File: src/rtl/fc_bp_layer_sc_if.sv
// Bundle of the stream inputs and frame-estimate outputs of the SC backprop layer.
// No latency of its own; it only groups the signals.
// No backpressure: the stream is paced by en, and results are announced by acc_valid.
interface fc_bp_layer_sc_if #(
   parameter int N_NEUR  = 8,
   parameter int N_DELTA = 5,
   parameter int CNT_W   = 10
);
   logic                        start;
   logic                        en;
   logic [N_NEUR*N_DELTA-1:0]   alpha;
   logic [N_NEUR*N_DELTA-1:0]   SIGN_alpha;
   logic [N_NEUR-1:0]           zp;
   logic [N_DELTA-1:0]          delta_in;
   logic [N_DELTA-1:0]          SIGN_delta_in;
   logic [N_NEUR-1:0]           delta_out;
   logic [N_NEUR-1:0]           SIGN_delta_out;
   logic [N_NEUR*CNT_W-1:0]     acc_out;
   logic                        acc_valid;
   logic                        busy;

   // The side that drives stimulus and consumes results.
   modport master (
      output start, en, alpha, SIGN_alpha, zp, delta_in, SIGN_delta_in,
      input  delta_out, SIGN_delta_out, acc_out, acc_valid, busy
   );

   // The layer itself.
   modport slave (
      input  start, en, alpha, SIGN_alpha, zp, delta_in, SIGN_delta_in,
      output delta_out, SIGN_delta_out, acc_out, acc_valid, busy
   );
endinterface

File: src/rtl/fc_bp_layer_sc.sv
// SC backprop layer: per-neuron round-robin delta mux, zp gating, framed signed accumulation.
// delta_out is 1 cycle after its inputs; acc_out/acc_valid appear in the cycle after the last RUN cycle.
// No backpressure: en=0 stalls the frame (counters and accumulators frozen, stream outputs forced to 0).
module fc_bp_layer_sc #(
   parameter int N_NEUR    = 8,
   parameter int N_DELTA   = 5,
   parameter int SEL_W     = 3,
   parameter int FRAME_LEN = 256,
   parameter int FRM_W     = 8,
   parameter int CNT_W     = 10
) (
   input  logic                 CLK,
   input  logic                 INIT,
   fc_bp_layer_sc_if.slave      bus
);

   typedef enum logic [1:0] {
      IDLE = 2'd0,
      RUN  = 2'd1,
      DONE = 2'd2
   } state_t;

   // Symmetric saturation limits, so a frame estimate never flips sign on overflow.
   localparam logic signed [CNT_W-1:0] ACC_MAX  = {1'b0, {(CNT_W-1){1'b1}}};
   localparam logic signed [CNT_W-1:0] ACC_MIN  = -ACC_MAX;
   localparam logic signed [CNT_W-1:0] ACC_ONE  = {{(CNT_W-1){1'b0}}, 1'b1};
   localparam logic [SEL_W-1:0]        SEL_LAST = SEL_W'(N_DELTA - 1);
   localparam logic [FRM_W-1:0]        FRM_LAST = FRM_W'(FRAME_LEN - 1);
   localparam logic [SEL_W:0]          N_DELTA_W = (SEL_W+1)'(N_DELTA);

   state_t                          state_q, state_d;
   logic [SEL_W-1:0]                sel_q, sel_d;
   logic [FRM_W-1:0]                frm_q, frm_d;
   logic [N_NEUR-1:0][CNT_W-1:0]    acc_q, acc_d;
   logic [N_NEUR-1:0][CNT_W-1:0]    acc_inc;
   logic [N_NEUR-1:0]               dout_q, dout_d;
   logic [N_NEUR-1:0]               sout_q, sout_d;
   logic [N_NEUR*CNT_W-1:0]         acc_out_q, acc_out_d;
   logic                            acc_valid_q, acc_valid_d;
   logic [N_NEUR-1:0]               p_vec;
   logic [N_NEUR-1:0]               s_vec;

   // Per-neuron datapath: each neuron is offset by its index in the round-robin,
   // so at any cycle the neurons look at different deltas.
   for (genvar i = 0; i < N_NEUR; i++) begin : g_neur
      localparam logic [SEL_W:0] JOFF = (SEL_W+1)'(i % N_DELTA);

      logic [N_DELTA-1:0]       a_row;
      logic [N_DELTA-1:0]       sa_row;
      logic [SEL_W:0]           jsum;
      logic [SEL_W-1:0]         jsel;
      logic                     p;
      logic                     s;
      logic signed [CNT_W-1:0]  cur;
      logic signed [CNT_W-1:0]  nxt;

      assign a_row  = bus.alpha[i*N_DELTA +: N_DELTA];
      assign sa_row = bus.SIGN_alpha[i*N_DELTA +: N_DELTA];

      // Both operands are below N_DELTA, so one conditional subtract is a full mod.
      assign jsum = {1'b0, sel_q} + JOFF;
      assign jsel = (jsum >= N_DELTA_W) ? SEL_W'(jsum - N_DELTA_W) : SEL_W'(jsum);

      // Polar product: magnitude is the AND of the three streams, sign the XOR of the two signs,
      // and a zero-magnitude bit always carries a zero sign.
      assign p = bus.delta_in[jsel] & a_row[jsel] & bus.zp[i];
      assign s = p & (bus.SIGN_delta_in[jsel] ^ sa_row[jsel]);

      // Up/down step with saturation at the symmetric limits.
      assign cur = acc_q[i];
      assign nxt = !p ? cur :
                   s  ? ((cur == ACC_MIN) ? cur : cur - ACC_ONE) :
                        ((cur == ACC_MAX) ? cur : cur + ACC_ONE);

      assign p_vec[i]   = p;
      assign s_vec[i]   = s;
      assign acc_inc[i] = nxt;
   end

   // Frame FSM next-state and datapath updates; stream outputs default to 0 outside enabled RUN cycles.
   always_comb begin
      state_d     = state_q;
      sel_d       = sel_q;
      frm_d       = frm_q;
      acc_d       = acc_q;
      dout_d      = '0;
      sout_d      = '0;
      acc_out_d   = acc_out_q;
      acc_valid_d = 1'b0;
      case (state_q)
         IDLE: begin
            if (bus.start) begin
               state_d = RUN;
               sel_d   = '0;
               frm_d   = '0;
               acc_d   = '0;
            end
         end
         RUN: begin
            if (bus.en) begin
               dout_d = p_vec;
               sout_d = s_vec;
               acc_d  = acc_inc;
               sel_d  = (sel_q == SEL_LAST) ? '0 : sel_q + SEL_W'(1);
               frm_d  = frm_q + FRM_W'(1);
               // Publish including this last cycle's contribution, so the
               // estimate and its valid pulse are both visible during DONE.
               if (frm_q == FRM_LAST) begin
                  state_d     = DONE;
                  acc_out_d   = acc_inc;
                  acc_valid_d = 1'b1;
               end
            end
         end
         DONE: begin
            state_d = IDLE;
         end
         default: begin
            state_d = IDLE;
         end
      endcase
   end

   // State and output registers; reset discards any partial frame.
   always_ff @(posedge CLK) begin
      if (!INIT) begin
         state_q     <= IDLE;
         sel_q       <= '0;
         frm_q       <= '0;
         acc_q       <= '0;
         dout_q      <= '0;
         sout_q      <= '0;
         acc_out_q   <= '0;
         acc_valid_q <= 1'b0;
      end else begin
         state_q     <= state_d;
         sel_q       <= sel_d;
         frm_q       <= frm_d;
         acc_q       <= acc_d;
         dout_q      <= dout_d;
         sout_q      <= sout_d;
         acc_out_q   <= acc_out_d;
         acc_valid_q <= acc_valid_d;
      end
   end

   assign bus.delta_out      = dout_q;
   assign bus.SIGN_delta_out = sout_q;
   assign bus.acc_out        = acc_out_q;
   assign bus.acc_valid      = acc_valid_q;
   assign bus.busy           = (state_q != IDLE);

endmodule

File: src/flat_wrapper.sv
// flat-port wrapper written by rule: the top's interface ports become plain ports
module fc_bp_layer_sc_flat 
#(
   parameter int N_NEUR    = 8,
   parameter int N_DELTA   = 5,
   parameter int SEL_W     = 3,
   parameter int FRAME_LEN = 256,
   parameter int FRM_W     = 8,
   parameter int CNT_W     = 10
)
  (CLK, INIT, bus_start, bus_en, bus_alpha, bus_SIGN_alpha, bus_zp, bus_delta_in, bus_SIGN_delta_in, bus_delta_out, bus_SIGN_delta_out, bus_acc_out, bus_acc_valid, bus_busy);
  fc_bp_layer_sc_if #(.N_NEUR(N_NEUR), .N_DELTA(N_DELTA), .CNT_W(CNT_W)) bus_i ();
  input  logic CLK;
  input  logic INIT;
  input wire logic [$bits(bus_i.start)-1:0] bus_start;
  input wire logic [$bits(bus_i.en)-1:0] bus_en;
  input wire logic [$bits(bus_i.alpha)-1:0] bus_alpha;
  input wire logic [$bits(bus_i.SIGN_alpha)-1:0] bus_SIGN_alpha;
  input wire logic [$bits(bus_i.zp)-1:0] bus_zp;
  input wire logic [$bits(bus_i.delta_in)-1:0] bus_delta_in;
  input wire logic [$bits(bus_i.SIGN_delta_in)-1:0] bus_SIGN_delta_in;
  output wire logic [$bits(bus_i.delta_out)-1:0] bus_delta_out;
  output wire logic [$bits(bus_i.SIGN_delta_out)-1:0] bus_SIGN_delta_out;
  output wire logic [$bits(bus_i.acc_out)-1:0] bus_acc_out;
  output wire logic [$bits(bus_i.acc_valid)-1:0] bus_acc_valid;
  output wire logic [$bits(bus_i.busy)-1:0] bus_busy;
  assign bus_i.start = bus_start;
  assign bus_i.en = bus_en;
  assign bus_i.alpha = bus_alpha;
  assign bus_i.SIGN_alpha = bus_SIGN_alpha;
  assign bus_i.zp = bus_zp;
  assign bus_i.delta_in = bus_delta_in;
  assign bus_i.SIGN_delta_in = bus_SIGN_delta_in;
  assign bus_delta_out = bus_i.delta_out;
  assign bus_SIGN_delta_out = bus_i.SIGN_delta_out;
  assign bus_acc_out = bus_i.acc_out;
  assign bus_acc_valid = bus_i.acc_valid;
  assign bus_busy = bus_i.busy;
  fc_bp_layer_sc #(.N_NEUR(N_NEUR), .N_DELTA(N_DELTA), .SEL_W(SEL_W), .FRAME_LEN(FRAME_LEN), .FRM_W(FRM_W), .CNT_W(CNT_W)) u_core (.CLK(CLK), .INIT(INIT), .bus(bus_i));
endmodule
File: config.mk
export PLATFORM = sky130hd
export DESIGN_NAME = fc_bp_layer_sc_flat
export DESIGN_NICKNAME = d
export VERILOG_FILES = /design/src/rtl/fc_bp_layer_sc_if.sv /design/src/rtl/fc_bp_layer_sc.sv /design/src/flat_wrapper.sv
export SDC_FILE = /design/constraint.sdc
export NUM_CORES = 1
export LEC_CHECK = 0
export CORE_MARGIN = 2
export CORE_UTILIZATION = 55
export CTS_CLUSTER_SIZE = 10
export DETAILED_ROUTE_END_ITERATION = 10
export PLACE_DENSITY = 0.78
export SYNTH_ARGS = -nofsm -noshare
export SYNTH_HDL_FRONTEND = slang
export SYNTH_SLANG_ARGS = --single-unit
File: constraint.sdc
create_clock -name CLK -period 5.3 [get_ports CLK]
set_input_delay 0.53 -clock CLK [delete_from_list [all_inputs] [get_ports CLK]]
set_output_delay 0.53 -clock CLK [all_outputs]
set_load 0.02 [all_outputs]
==> results_dict.tcl <==
set metrics [dict create \
    reg2reg_depth 12 \
    grt-ovfl-total 0 \
    relSlewSlack 0.323 \
    port_buffers 199 \
    die_width_um 159 \
    path_cells "buf_4 > ha_1 > nand2b_1 > a31oi_1 > nor3_1 > a221oi_2 > xnor2_2 > nor2_2 > mux2_2 > and2_1 > xnor2_1 > a211oi_1" \
    drt_iter0_markers 1048 \
    report.final.slew_viol_count 0 \
    route.detailed.drc 0 \
    start_kind "register" \
    timing.final.ws_setup_ps 710 \
    dpl_cell_area_mm2 0.0152 \
    ant_nets 0 \
    fill_cells 2054 \
    critical_path_class "register to register" \
    synthesis.nets 1865 \
    fmax_mhz 218 \
    num_antenna_cells 0 \
    cts_sinks 190 \
    synth_top_flop_cell "dfxtp_1" \
    grt_start_max_net_pins 71 \
    layout.nets 1977 \
    clock_path_buffers 2 \
    layout_commonest_cell "clkdlybuf4s50_1" \
    dp_slack_ps 794 \
    syn_to_final_growth_pct 19.5 \
    hold_slack_ps 456 \
    grt_pass1_wl_um 66500 \
    firstDrtPassIters 5 \
    gp_congestion 0.930 \
    synth-edff-count 0 \
    max-vdd-ir-drop_v 0.000147 \
    outcome "finished clean" \
    hold_start "u_core.bus.acc_out[65]$_SDFFE_PN0P_" \
    numCtsBuffers 17 \
    cap_violations 0 \
    worstReg2RegEnd "u_core.bus.acc_out[16]$_SDFFE_PN0P_" \
    fin_worst_skew_ps 11.0 \
    grtUsageTotal 0.318 \
    grt_antenna_before_repair 0 \
    r2r_start "u_core.sel_q[1]$_SDFFE_PN0P_" \
    hp-class "register to register" \
    total_leakage_power_uw 0.00549 \
    die_area_mm2 0.0253 \
    cp.arrival_ps 4950 \
    ys_seq_elements 190 \
    power_density_mw_per_mm2 241 \
    core-area_mm2 0.0235 \
    syn_area_mm2 0.0132 \
    rows 56 \
    postCtsResizedCells 0 \
    max_stage_delay_ps 700 \
    async_flop_share 0 \
    avgSynthCellArea_um2 7.65 \
    required_ps 5660 \
    post-dp-hpwl_um 29400 \
    initial_utilization 0.561 \
    chipHeight_um 159 \
    postCtsSetupBuffers 0 \
    avgRoutedWirePerCell_um 19.0 \
    tightestPinTransition_ps 1010 \
    via_count 13700 \
    wl_um 41300 \
    whs_endpoint "u_core.bus.acc_out[65]$_SDFFE_PN0P_" \
    htreeDepth 4 \
    end_kind "register" \
    holdBufCountCts 0 \
    yosysUniqueCellTypes 98 \
    yosys_warnings 0 \
    min_path_cells 2 \
    final_cell_mix "198 x clkdlybuf4s50_1, 189 x dfxtp_1, 165 x nand2_1" \
    clk_pin_slew_ps 80 \
    grt_pass1_vias 12900 \
    hold_violations 0 \
    rsz0062_at_grt "no" \
    final_design_area_no_fill_mm2 0.0158 \
    drive_above_1_share 0.0740 \
    cts_tree "yes" \
    r2r_setup_slack_ps 710 \
    period_minus_slack_ps 4590 \
    worstSkewPairLatency_ps 440 \
    critical_path.slowest_cell "nor3_1" \
    avgViaCountPerCell 6.33 \
    io_pins 200 \
    yosysSeqAreaShare 0.288 \
    cts-root-buf "clkbuf_16" \
    setup_tns_ps 0 \
    setup_violations 0 \
    synth_cells 1727 \
    fin_util 0.671 \
    worstPathMaxFanout 20 \
    period_share 0.866 \
]
where the power goes:
group          internal [uW]  leakage [uW]  switching [uW]
Clock                    632      0.000266             619
Sequential              1470       0.00153            93.3
Combinational            431       0.00369             564
cells by family (layout without fill, tap and decap cells):
group           count (synthesis)  count (layout)  share of synthesized area
fa+ha+maj                      36              36                     0.0347
mux                            62              62                     0.0615
flops                         190             190                      0.288
xor+xnor                       47              47                     0.0337
compound gates                508             508                      0.251
simple gates                  694             694                      0.271
buf+inv                       190             315                     0.0599
area by class of cell:
class	count	area (um2)	share of cell area
Tap cell	319	399	0.0253
Timing Repair Buffer	222	2160	0.137
Clock inverter	13	120	0.00761
Inverter	61	229	0.0145
Sequential cell	190	3800	0.241
Multi-Input combinational cell	1347	8640	0.547
Clock buffer	19	443	0.0280
sequential cells by signal (all words and copies together) (netlist names):
register	flops
u_core.state_q	2
u_core.bus.SIGN_delta_out	8
u_core.bus.acc_valid	1
u_core.bus.acc_out	80
u_core.sel_q	3
u_core.bus.delta_out	8
u_core.frm_q	8
u_core.g_neur.cur	80
synthesized netlist by cell type (17+ instances only):
master | n | area (um2)
nor2_1 | 121 | 454
clkbuf_1 | 97 | 364
nand2_1 | 167 | 627
nor3_1 | 64 | 320
nand4_1 | 51 | 319
and3_1 | 28 | 175
a21oi_1 | 131 | 656
o21a_1 | 17 | 128
mux2i_1 | 38 | 380
nor4_1 | 19 | 119
nand2b_1 | 20 | 125
dfxtp_1 | 190 | 3800
nand3_1 | 87 | 435
a31oi_1 | 35 | 219
or3_1 | 37 | 231
and2_1 | 17 | 106
xnor2_1 | 29 | 254
ha_1 | 35 | 438
o211ai_1 | 17 | 128
a211oi_1 | 31 | 233
o21ai_0 | 126 | 631
inv_1 | 60 | 225
how the worst max path moves through the flow:
stage                                       startpoint                                   to  slack, ps  cells past startpoint
after floorplan           u_core.sel_q[0]$_SDFFE_PN0P_  u_core.bus.acc_out[24]$_SDFFE_PN0P_       1230                     15
after global placement    u_core.sel_q[1]$_SDFFE_PN0P_  u_core.bus.acc_out[16]$_SDFFE_PN0P_        820                     12
after detailed placement  u_core.sel_q[1]$_SDFFE_PN0P_  u_core.bus.acc_out[16]$_SDFFE_PN0P_        790                     12
after CTS                 u_core.sel_q[1]$_SDFFE_PN0P_  u_core.bus.acc_out[16]$_SDFFE_PN0P_        810                     12
after global routing      u_core.sel_q[1]$_SDFFE_PN0P_  u_core.bus.acc_out[16]$_SDFFE_PN0P_        330                     12
final                     u_core.sel_q[1]$_SDFFE_PN0P_  u_core.bus.acc_out[16]$_SDFFE_PN0P_        710                     12
routing by layer:
metal	vias to the layer above	GRT usage	part of all wire
li1	6620	-	-
met1	6540	0.405	0.43
met2	506	0.551	0.48
met3	83	0.0432	0.063
met4	0	0.115	0.029
met5	-	0	0
metrics by stage:
stage	cells	total power, uW
6_report	2171	3810
5_1_grt	2171	3990
4_1_cts	2171	3810
3_5_place_dp	2139	2570
3_3_place_gp	2139	2550
2_1_floorplan	1727	2300
worst max-delay path, delay by kind of cell (launching register included):
kind,cells,cell delay [ps]
and+or+nand+nor,4,1840
AOI/OAI and AO/OA,3,680
adders and majority gates,1,550
muxes,1,410
xor gates and xnor gates,2,400
DFF,1,330
buffers and inverters,1,290
Power figures use the tool's default switching activity.
